$ cat config.mk
export PLATFORM = sky130hd
export DESIGN_NAME = wb_regstate
export DESIGN_NICKNAME = d
export VERILOG_FILES = /design/src/rtl/wb_regstate_pkg.sv /design/src/rtl/wb_regstate_regfile_2r1w.sv /design/src/rtl/wb_regstate.sv
export SDC_FILE = /design/constraint.sdc
export NUM_CORES = 2
export LEC_CHECK = 0
export CAP_MARGIN = 30
export CORE_ASPECT_RATIO = 0.75
export CORE_UTILIZATION = 60
export CTS_CLUSTER_DIAMETER = 200
export CTS_CLUSTER_SIZE = 24
export DETAILED_ROUTE_END_ITERATION = 8
export PLACE_DENSITY = 0.79
export SYNTH_ARGS = -nofsm -noshare
export SYNTH_HDL_FRONTEND = slang
export SYNTH_HIERARCHICAL = 1
export SYNTH_SLANG_ARGS = --single-unit
$ cat constraint.sdc
create_clock -name clk -period 4.95 [get_ports clk]
set_input_delay 0.99 -clock clk [delete_from_list [all_inputs] [get_ports clk]]
set_output_delay 0.99 -clock clk [all_outputs]
set_load 0.005 [all_outputs]
$ cat src/rtl/wb_regstate_pkg.sv
// Shared pipeline types: writeback bundle layout and GPR addressing constants.
// Imported by the MEM/WB register and the architectural-state sink.
package cpu_pkg;

  localparam int unsigned REG_AW = 5;
  localparam int unsigned DATA_W = 32;
  localparam logic [REG_AW-1:0] ZERO_REG = 5'd0;

  typedef struct packed {
    logic [REG_AW-1:0] wd;
    logic [DATA_W-1:0] wdata;
    logic              wreg;
    logic              whilo;
    logic [DATA_W-1:0] hi;
    logic [DATA_W-1:0] lo;
    logic              LLbit_we;
    logic              LLbit_value;
  } wb_bundle_t;

  // A GPR write only lands when enabled and not aimed at $0.
  function automatic logic gpr_wr_en(input logic wreg, input logic [REG_AW-1:0] wd);
    return wreg && (wd != ZERO_REG);
  endfunction

  function automatic logic gpr_wr_hit(input logic wreg, input logic [REG_AW-1:0] wd,
                                      input logic [REG_AW-1:0] raddr);
    return gpr_wr_en(wreg, wd) && (wd == raddr);
  endfunction

endpackage

$ cat src/rtl/wb_regstate_regfile_2r1w.sv
// GPR array: two combinational read ports, one write port, $0 hardwired to zero.
// Optional same-cycle write-to-read bypass under WB_BYPASS_EN.
module regfile_2r1w
  import cpu_pkg::*;
#(
  parameter int unsigned NREGS = 32,
  parameter int unsigned DW    = 32
) (
  input  logic              clk,
  input  logic              rst,
  input  logic              we,
  input  logic [REG_AW-1:0] waddr,
  input  logic [DW-1:0]     wdata,
  input  logic              re1,
  input  logic [REG_AW-1:0] raddr1,
  input  logic              re2,
  input  logic [REG_AW-1:0] raddr2,
  output logic [DW-1:0]     rdata1,
  output logic [DW-1:0]     rdata2
);

  logic [DW-1:0] mem [NREGS];

  always_ff @(posedge clk or negedge rst) begin
    if (!rst) begin
      for (int unsigned i = 0; i < NREGS; i++) begin
        mem[i[REG_AW-1:0]] <= '0;
      end
    end else if (gpr_wr_en(we, waddr)) begin
      mem[waddr] <= wdata;
    end
  end

  always_comb begin
    rdata1 = '0;
    if (re1 && (raddr1 != ZERO_REG)) begin
`ifdef WB_BYPASS_EN
      if (gpr_wr_hit(we, waddr, raddr1)) rdata1 = wdata;
      else                               rdata1 = mem[raddr1];
`else
      rdata1 = mem[raddr1];
`endif
    end
  end

  always_comb begin
    rdata2 = '0;
    if (re2 && (raddr2 != ZERO_REG)) begin
`ifdef WB_BYPASS_EN
      if (gpr_wr_hit(we, waddr, raddr2)) rdata2 = wdata;
      else                               rdata2 = mem[raddr2];
`else
      rdata2 = mem[raddr2];
`endif
    end
  end

endmodule

$ cat src/rtl/wb_regstate.sv
// Architectural-state sink: GPR file, HI/LO pair and LLbit fed by the writeback bundle.
// Define WB_BYPASS_EN to make same-cycle writeback data visible on every read output.
module wb_regstate
  import cpu_pkg::*;
#(
  parameter int unsigned NREGS = 32,
  parameter int unsigned DW    = DATA_W
) (
  input  logic              clk,
  input  logic              rst,
  input  logic              wb_wreg,
  input  logic [REG_AW-1:0] wb_wd,
  input  logic [DW-1:0]     wb_wdata,
  input  logic              wb_whilo,
  input  logic [DW-1:0]     wb_hi,
  input  logic [DW-1:0]     wb_lo,
  input  logic              wb_LLbit_we,
  input  logic              wb_LLbit_value,
  input  logic              flush,
  input  logic              re1,
  input  logic [REG_AW-1:0] raddr1,
  input  logic              re2,
  input  logic [REG_AW-1:0] raddr2,
  output logic [DW-1:0]     rdata1,
  output logic [DW-1:0]     rdata2,
  output logic [DW-1:0]     hi_o,
  output logic [DW-1:0]     lo_o,
  output logic              LLbit_o
);

  wb_bundle_t wb;
  logic [DW-1:0] hi_q, lo_q;
  logic          llbit_q;

  assign wb = '{wd:          wb_wd,
                wdata:       wb_wdata,
                wreg:        wb_wreg,
                whilo:       wb_whilo,
                hi:          wb_hi,
                lo:          wb_lo,
                LLbit_we:    wb_LLbit_we,
                LLbit_value: wb_LLbit_value};

  regfile_2r1w #(
    .NREGS (NREGS),
    .DW    (DW)
  ) u_gpr (
    .clk    (clk),
    .rst    (rst),
    .we     (wb.wreg),
    .waddr  (wb.wd),
    .wdata  (wb.wdata),
    .re1    (re1),
    .raddr1 (raddr1),
    .re2    (re2),
    .raddr2 (raddr2),
    .rdata1 (rdata1),
    .rdata2 (rdata2)
  );

  always_ff @(posedge clk or negedge rst) begin
    if (!rst) begin
      hi_q <= '0;
      lo_q <= '0;
    end else if (wb.whilo) begin
      hi_q <= wb.hi;
      lo_q <= wb.lo;
    end
  end

  // flush outranks a pending LL so an exception between LL and SC kills the reservation.
  always_ff @(posedge clk or negedge rst) begin
    if (!rst)             llbit_q <= 1'b0;
    else if (flush)       llbit_q <= 1'b0;
    else if (wb.LLbit_we) llbit_q <= wb.LLbit_value;
  end

`ifdef WB_BYPASS_EN
  assign hi_o = wb.whilo ? wb.hi : hi_q;
  assign lo_o = wb.whilo ? wb.lo : lo_q;

  always_comb begin
    LLbit_o = llbit_q;
    if (flush)            LLbit_o = 1'b0;
    else if (wb.LLbit_we) LLbit_o = wb.LLbit_value;
  end
`else
  assign hi_o    = hi_q;
  assign lo_o    = lo_q;
  assign LLbit_o = llbit_q;
`endif

endmodule

==> results.md <==
* Run status: completed
* DP Wirelength at 114000 microns
* Max_cap viols at 0
* Post-Synthesis Cells at 4092
* Slew @ Worst Pin at 1090 ps
* Final period util at 96.3%
* Slew HR at 27.3%
* Post-route cell area at between 0.06 and 0.07 sq mm
* Critical path launch point type: primary input
* Root buffer cell: clkbuf_16
* Vias in the first global route at 39687
* Pleak at 28.6 nW
* Antenna viol nets, final at 0
* Cts hold-fix bufs at 0
* Nets at 4261
* Leading post-synthesis cells by cell area: dfrtp_1 (47%), mux2_2 (20%), mux2i_1 (8.8%), mux4_2 (6.4%), mux4_1 (4.1%)
* IO buf count at 248
* Row cnt at between 90 and 100
* Worst-path fanout max at 22
* Worst-path clk slew at around 100 ps
* CTS tree: built
* M1 WL at 74100 microns
* GRT Total Usage at 37.6%
* Top Layer Used: met5
* CTS resizes at 0
* Dpl cells at ~5300
* Top Ports at 249
* Crit path required time at 3960 ps
* Routed wl met2 at 79700 microns
* Num CTS Buffers at 51
* Finished Layout Cells at about 5400
* Seq/Total Area, Yosys at 46.8%
* Die Span X at 362 microns
* CP endpoint kind: output pin
* Syn Area/Cell at 14.2 sq um
* GRT overflow at 0
* Initial antenna violation count at 7
* Via count at 39303
* RSZ-0062 raised after global routing: no
* Syn-to-layout area delta at 9.78%
* DRT Wirelength at between 150000 and 200000 microns
* Number of library cell types mapped by synthesis at 38
* Number of remaining DRC errors at 0
* WS Path Type: primary input to output pin
* Synthesized Nets at ~4200
* Pin count of the biggest net entering global routing at approximately 140
* Final min period at 4770 ps
* H-tree levels at 2
* CP arrival at 3780 ps
* Placed cell area at 0.0624 sq mm
* Fin util at 66.8%
* Synth top area share at 46.8%
* Pins Over Slew Limit at 0
* Clock sinks at around 1100
* Yosys top cell by area: dfrtp_1
* Via density at 7.29
* Share of cells above drive strength 1 at 39.6%
* Design Power at 21.8 mW
* Hold WC Path Type: primary input to asynchronous set/reset pin
* Ys Warns at 6
* Pre-antenna DRT Iters at 8
* Worst Skew at 0 ps
* Final Hold Fails at 0
* Die height at 272 microns
* Core Area at 0.0956 sq mm
* Initial Util at 60.8%
* Final Wtd Congestion at between 0.8 and 0.9
* Setup-failing EPs final at 0
* Post-CTS setup buffers at 0
* WL per Instance at 34.1 microns
* Setup_tns at 0 ps
* Total die area at 0.0982 sq mm
* Worst-case clock buffer depth at 3
* First-pass GRT wire length at 272000 microns
* Insertion delay to the later sink of the worst-skew pair at 670 ps
* Post-Syn Area at 0.0582 sq mm
* WL met3 at approximately 21000 microns
* Fmax at 0.210 GHz
* VDD IR max at 0.392 mV
* Initial DRC Count at 4781
* Synth Register Bits at 1089
* PwrDens at about 340 mW/mm^2
## synth_stat cells
library cell	instances
nand4b_1	1
a221oi_1	26
or3b_2	1
mux2i_1	513
a211oi_1	64
clkbuf_4	1
mux2_2	1050
nor2_2	2
or3_1	3
mux2_1	10
a22oi_1	64
nand4_1	65
buf_1	2
clkbuf_2	2
nor3_1	3
buf_4	67
inv_1	2
mux4_2	166
o21ai_1	2
nand2_1	145
a21oi_1	64
and2_1	2
nand3_1	4
nand2b_1	3
nor2_1	17
buf_2	120
mux2_4	60
nor2b_1	14
o221ai_1	128
buf_12	6
a221oi_2	38
and3_1	1
clkbuf_1	242
buf_6	20
or3b_1	3
mux4_1	90
dfrtp_1	1089
nand3b_1	2
## stage by stage
| step | hold slack (ps) | setup slack, ps |
|---|---|---|
| floorplan | 441 | 1530 |
| detailed placement | 384 | 246 |
| global placement | 377 | 269 |
| global route | 352 | 96.8 |
| CTS | 371 | 207 |
| finish | 307 | 183 |
## sequential cells by signal (all words and copies together), names as in the netlist
register	count
LLbit_o	1
lo_o	32
hi_o	32
u_gpr/mem	1024
## critical path, cell delays in order
cell and delay, ps:
buf_6 300, or3b_2 530, buf_4 280, o221ai_1 220
a21oi_1 100, a211oi_1 670, clkdlybuf4s50_1 630
## cells in the final DEF, fill, tap and decap left out, types with 3 or more instances in the layout
| master | netlist | final |
|---|---|---|
| dfrtp_1 | 1089 | 1089 |
| mux2_2 | 1050 | 1050 |
| mux2i_1 | 513 | 513 |
| clkdlybuf4s50_1 | 0 | 236 |
| mux4_2 | 166 | 166 |
| buf_4 | 67 | 148 |
| nand2_1 | 145 | 132 |
| o221ai_1 | 128 | 128 |
| mux4_1 | 90 | 90 |
| nand4_1 | 65 | 65 |
| a21oi_1 | 64 | 64 |
| a22oi_1 | 64 | 64 |
| a211oi_1 | 64 | 64 |
| mux2_4 | 60 | 60 |
| clkbuf_16 | 0 | 54 |
| buf_12 | 6 | 46 |
| a221oi_2 | 38 | 38 |
| a221oi_1 | 26 | 26 |
| nor2_4 | 0 | 15 |
| nand2_2 | 0 | 13 |
| buf_16 | 0 | 11 |
| buf_8 | 0 | 10 |
| mux2_1 | 10 | 10 |
| nor2b_4 | 0 | 8 |
| nor2b_1 | 14 | 6 |
| diode_2 | 0 | 3 |
| nor2_1 | 17 | 3 |
| or3_2 | 0 | 3 |
| or3b_2 | 1 | 3 |
| nand2b_1 | 3 | 3 |
| nor3_1 | 3 | 3 |
## where the power goes
group / total, mW / leakage (nW) / internal (mW) / switching (mW)
Sequential: 11.8 / 13.9 / 10.5 / 1.25
Combinational: 5.25 / 14.1 / 3.01 / 2.24
Clock: 4.79 / 0.660 / 1.92 / 2.87
## cell families (layout without fill, tap and decap cells)
group	Yosys count	after routing	share of synthesized area, %
simple gates	266	266	2.17
compound gates	386	386	5.52
buf+inv	462	512	4.11
other cells	0	3	0
flops	1089	1089	46.8
mux	1889	1889	41.4
## layer usage
layer | track usage [%] | vias to the layer above
met5 | 0.239 | -
met4 | 15.3 | 10
met3 | 8.99 | 521
met2 | 54.6 | 2409
met1 | 54.5 | 20630
li1 | - | 15733
## path summary, 6_finish.rpt
kind	endpoint	slack, ps	from	cells after the start
worst max-delay path	rdata1[22]	180	raddr1[1]	7
worst min-delay path	u_gpr/mem[359]	310	rst	1
worst max register to register	u_gpr/mem[905]	4120	u_gpr/mem[905]	1
worst min register to register	u_gpr/mem[1018]	410	u_gpr/mem[1018]	0
max in group asynchronous	u_gpr/mem[416]	3320	rst	2
min in group clk	u_gpr/mem[1018]	410	u_gpr/mem[1018]	0
## cell type report
class / count / area [sq um]
multi-input combinational: 2541 / 28800
sequential: 1089 / 27300
clock inverter: 1 / 16.3
clock buffer: 53 / 1330
timing repair buffer: 456 / 4900
fill: 6835 / 31800
antenna: 3 / 7.51
inverter: 2 / 7.51
tap: 1250 / 1560
Power figures use the tool's default switching activity.
